### src/rtl/cmsdk_apb4_eg_slave_bridge.sv
`default_nettype none
// ============================================================================
// Module   : cmsdk_apb4_eg_slave_bridge
// Purpose  : APB4 slave front end for the example register bank. Registers a
//            transfer, inserts ws_cfg wait states, issues a single read/write
//            strobe and returns registered prdata/pready/pslverr.
// Option   : APB4_EG_SLAVE_PROT_CHECK_EN - reject unprivileged transfers
// Revision : 1.0 - initial release
// ============================================================================
module cmsdk_apb4_eg_slave_bridge #(
   parameter int ADDRWIDTH = 12
) (
   input  logic                 pclk,
   input  logic                 presetn,
   input  logic                 psel,
   input  logic                 penable,
   input  logic                 pwrite,
   input  logic [ADDRWIDTH-1:0] paddr,
   input  logic [31:0]          pwdata,
   input  logic [3:0]           pstrb,
   input  logic [2:0]           pprot,
   output logic [31:0]          prdata,
   output logic                 pready,
   output logic                 pslverr,
   input  logic [3:0]           ws_cfg,
   output logic [ADDRWIDTH-1:0] addr,
   output logic                 read_en,
   output logic                 write_en,
   output logic [3:0]           byte_strobe,
   output logic [31:0]          wdata,
   input  logic [31:0]          rdata
);

   typedef enum logic [1:0] {
      ST_IDLE   = 2'd0,
      ST_COUNT  = 2'd1,
      ST_STROBE = 2'd2,
      ST_DONE   = 2'd3
   } state_t;

   state_t       state;
   logic [3:0]   cnt;
   logic         write_q;
   logic         err_q;
   logic [2:0]   prot_q;

   logic         id_hit;
   logic         prot_fail;
   logic         setup_err;
   logic         setup;
   logic         unused_prot;

   // Top 64-byte window of the 4 KB slot holds read-only ID registers.
   assign id_hit = pwrite && (paddr[11:6] == 6'h3F);

`ifdef APB4_EG_SLAVE_PROT_CHECK_EN
   assign prot_fail = ~pprot[0];
`else
   assign prot_fail = 1'b0;
`endif

   assign setup_err   = id_hit | prot_fail;
   assign setup       = psel & ~penable;
   assign unused_prot = ^prot_q;

   always_ff @(posedge pclk or negedge presetn) begin
      if (!presetn) begin
         state       <= ST_IDLE;
         cnt         <= 4'd0;
         write_q     <= 1'b0;
         err_q       <= 1'b0;
         prot_q      <= 3'b000;
         prdata      <= 32'h0;
         pready      <= 1'b0;
         pslverr     <= 1'b0;
         addr        <= '0;
         read_en     <= 1'b0;
         write_en    <= 1'b0;
         byte_strobe <= 4'b0000;
         wdata       <= 32'h0;
      end else begin
         // Strobes are single-cycle pulses: set only on entry to STROBE.
         read_en  <= 1'b0;
         write_en <= 1'b0;

         case (state)
            ST_IDLE: begin
               if (setup) begin
                  addr        <= paddr;
                  write_q     <= pwrite;
                  wdata       <= pwdata;
                  byte_strobe <= pwrite ? pstrb : 4'b0000;
                  prot_q      <= pprot;
                  cnt         <= ws_cfg;
                  err_q       <= setup_err;
                  if (ws_cfg != 4'd0) begin
                     state <= ST_COUNT;
                  end else begin
                     state <= ST_STROBE;
                     if (!setup_err) begin
                        write_en <= pwrite;
                        read_en  <= ~pwrite;
                     end
                  end
               end else if (psel && penable) begin
                  // Access phase without a setup phase: fail it without touching the bank.
                  err_q   <= 1'b1;
                  pready  <= 1'b1;
                  pslverr <= 1'b1;
                  prdata  <= 32'h0;
                  state   <= ST_DONE;
               end
            end

            ST_COUNT: begin
               if (!psel) begin
                  cnt   <= 4'd0;
                  state <= ST_IDLE;
               end else if (cnt == 4'd1) begin
                  cnt   <= 4'd0;
                  state <= ST_STROBE;
                  if (!err_q) begin
                     write_en <= write_q;
                     read_en  <= ~write_q;
                  end
               end else begin
                  cnt <= cnt - 4'd1;
               end
            end

            ST_STROBE: begin
               if (!psel) begin
                  state <= ST_IDLE;
               end else begin
                  // rdata is combinational from addr/read_en, valid during this cycle.
                  prdata  <= (err_q || write_q) ? 32'h0 : rdata;
                  pready  <= 1'b1;
                  pslverr <= err_q;
                  state   <= ST_DONE;
               end
            end

            ST_DONE: begin
               prdata  <= 32'h0;
               pready  <= 1'b0;
               pslverr <= 1'b0;
               state   <= ST_IDLE;
            end

            default: begin
               state <= ST_IDLE;
            end
         endcase
      end
   end

endmodule
`default_nettype wire

### config.mk
export PLATFORM = sky130hd
export DESIGN_NAME = cmsdk_apb4_eg_slave_bridge
export DESIGN_NICKNAME = d
export VERILOG_FILES = /design/src/rtl/cmsdk_apb4_eg_slave_bridge.sv
export SDC_FILE = /design/constraint.sdc
export NUM_CORES = 1
export LEC_CHECK = 0
export ABC_AREA = 1
export BUFFER_PORTS_ARGS = -buffer_cell sky130_fd_sc_hd__buf_4
export CAP_MARGIN = 20
export CORE_ASPECT_RATIO = 1.4
export CORE_MARGIN = 10
export CORE_UTILIZATION = 30
export CTS_CLUSTER_DIAMETER = 120
export DETAILED_ROUTE_END_ITERATION = 7
export PLACE_DENSITY = 0.58
export SLEW_MARGIN = 15
export SYNTH_ARGS = -nofsm -noshare
export SYNTH_HDL_FRONTEND = slang
export SYNTH_SLANG_ARGS = --single-unit
### constraint.sdc
create_clock -name pclk -period 1.15 [get_ports pclk]
set_input_delay 0.115 -clock pclk [delete_from_list [all_inputs] [get_ports pclk]]
set_output_delay 0.115 -clock pclk [all_outputs]
set_load 0.01 [all_outputs]
==> flow_summary.ini <==
[synthesis]
syn_area_per_cell_um2 = 8.733
ys_ff_latch = 92
syn_area_mm2 = 0.003825
synth_nets = 532
yosysSeqAreaShare = 0.6019
netlist_instances = 438
synth_edf_count = 0
yosysWarnings = 0
async_flop_share = 1.000
synth.distinct_cells = 24
ys.flop_type = dfrtp_1

[routing]
wl_um = 13810
wire_per_inst_um = 16.42
drt_drc_violations_left = 0
drtAntennaViolNets = 0
drt_pass1_iterations = 4
viasPerCell = 4.667
num_vias = 3925
drt-initial-drc-count = 182

[clock_tree]
cts_buffer_depth = 2
cts.sinks = 92
numCtsBuffers = 9
worstSkewPairLatency_ns = 0.34
cts_tree = built
h-tree-depth = 3
clk_transition_reported_paths_ns = 0.07
cts-root-buf = clkbuf_16

[timing]
rsz0062_at_grt = true
fin_crit_sh = 1.143
setup_violations = 89
maxSlewHeadroom = 0.7386
clock_skew_ns = 0.004783
hold_violations = 0
setup_ws_ns = -0.1650
fmax_mhz = 760.5
timing.final.crit_period_ns = 1.315
tightestPinTransition_ns = 0.3891
slew_violations = 0

[power_and_ir_drop]
ir_drop_mv = 1.215
power.leakage_nw = 3.533
powerDensity_mw_per_mm2 = 2184

[layout]
final_nets = 780
final_common_cell = buf_4
fin_util = 0.5376
layout-drive-gt1-share = 0.3936
num_antenna_cells = 0
final_cell_mix = buf_4, nand2_1, dfrtp_1
layout.cells.non_filler = 841
final_area_mm2 = 0.006684
syn_to_final_growth_pct = 74.75

[worst_hold_path]
hold_class = in -> reg
holdPathEnd = prdata[11]$_DFFE_PN0P_
whs_path_depth = 3
hold_start = rdata[11]

[floorplan]
die_area_mm2 = 0.01773
rows = 48
die_h_um = 153.6
io_pins = 176
core_area_mm2 = 0.01243
start_util = 0.3077
die_x_um = 115.4

[setup_path]
r2r_setup_slack_ns = -0.16
cp_slowest_stage_delay_ns = 0.44
endpoint_kind = register
crit_fanout = 24
reg2regPathDepth = 6
cpMaxStageDelayCell = dfrtp_2
crit_path_start = state[1]$_DFFE_PN0P_
crit_path_start_kind = register
crit_path_frequent_cell = buf_12
worstPathCellList = buf_12 -> o21ai_4 -> nand2_4 -> buf_12 -> nor2_1 -> a21oi_2
timing.rr.start = state[1]$_DFFE_PN0P_
crit_type = reg -> reg
required_ns = 1.37
arrival_ns = 1.54
r2r_end = prdata[21]$_DFFE_PN0P_

[global_routing]
grt_use_total = 0.1529
gr-total-overflow = 0
antenna_found_initial = 0
grt_pass1_wl_um = 21980
grt_max_degree = 39
first_global_vias = 4236

[run_status]
failed_checks = negative setup slack
status = complete, but fails checks

[place]
dpl.cell_count = 760
gp_congestion = 0.8268
placed_area_mm2 = 0.005499
io_buffer_count = 172
dpl.hpwl_um = 9367
pre_cts_slack_ns = -0.2222

[flow_run]
drv_cap = 0
## sequential cells by signal (all words and copies together), names as in the netlist, 2 cells and up
signal / flops
addr: 12
wdata: 32
state: 2
prdata: 32
cnt: 4
byte_strobe: 4
## cell families after synthesis
logic type,Yosys count,share of synthesized area
AOI/OAI and AO/OA,21,0.03206
DFF,92,0.6019
buffers and inverters,37,0.04776
xor gates and xnor gates,1,0.002290
and+or+nand+nor,285,0.3095
adders and majority gates,2,0.006541
## layout make-up
class | instances | area [um2]
fillers | 1085 | 5748
clock buffers | 11 | 242.7
flip-flops and latches | 92 | 2305
inverters | 13 | 53.80
repair buffers | 261 | 2298
multi-input cells | 309 | 1535
well taps | 150 | 187.7
clock inverters | 5 | 61.31
## critical path: cells and delay by family, from the launching register on
kind	cells	cell delay (ns)
compound gates	2	0.23
buf+inv	2	0.31
flops	1	0.44
simple gates	2	0.22
## routing by layer
metal / GRT usage / vias to the layer above / share of wire
met4: 0.05993 / 0 / 0.020
met2: 0.2445 / 162 / 0.48
met1: 0.1809 / 1852 / 0.40
li1: - / 1891 / -
met3: 0.05646 / 20 / 0.10
met5: 0 / - / 0
## cells in the mapped netlist (all sizes together), types with 2 or more instances
| cell type | number | share of area |
|---|---|---|
| dfrtp | 92 | 0.60 |
| nor2 | 16 | 0.017 |
| clkbuf | 5 | 0.0049 |
| nand4 | 2 | 0.0033 |
| nor3 | 2 | 0.0039 |
| inv | 13 | 0.013 |
| ha | 2 | 0.0065 |
| a21oi | 6 | 0.0079 |
| nand2 | 194 | 0.19 |
| buf | 19 | 0.030 |
| o21ai | 12 | 0.019 |
| nand3 | 70 | 0.092 |
## what timing repair did
item / CTS / global route
pin swaps: 4 / 8
gates cloned: 3 / 1
hold buffers: 53 / 0
endpoints found under the hold margin: 144 / 0
resized for setup: 32 / 36
setup buffers: 11 / 0
setup endpoints to repair: 90 / 91
## through the flow
stage	setup TNS [ns]	power, mW	hold WS [ns]
finish	-7.829	14.60	0.001869
global route	-13.65	15.60	0.01217
CTS	-8.626	14.58	0.00002778
detailed placement	-9.475	10.87	0.004754
global placement	-6.488	10.73	0.003028
floorplan	-0.7140	7.689	-0.1806
## worst max-delay path by stage
stage | depth (start not counted) | endpoint | slack, ns
floorplan | 6 | prdata[12]$_DFFE_PN0P_ | -0.01
global placement | 5 | prdata[21]$_DFFE_PN0P_ | -0.13
detailed placement | 5 | prdata[21]$_DFFE_PN0P_ | -0.22
CTS | 8 | prdata[6]$_DFFE_PN0P_ | -0.14
global route | 7 | addr[10]$_DFFE_PN0P_ | -0.21
finish | 6 | prdata[21]$_DFFE_PN0P_ | -0.16
## report_power, final
| group | switching [mW] | total, mW | internal (mW) |
|---|---|---|---|
| clock network | 1.23 | 2.98 | 1.75 |
| logic | 3.17 | 6.35 | 3.18 |
| registers | 0.835 | 5.27 | 4.43 |
| total | 5.24 | 14.6 | 9.36 |
No activity file was read; power rests on OpenSTA's default activity.
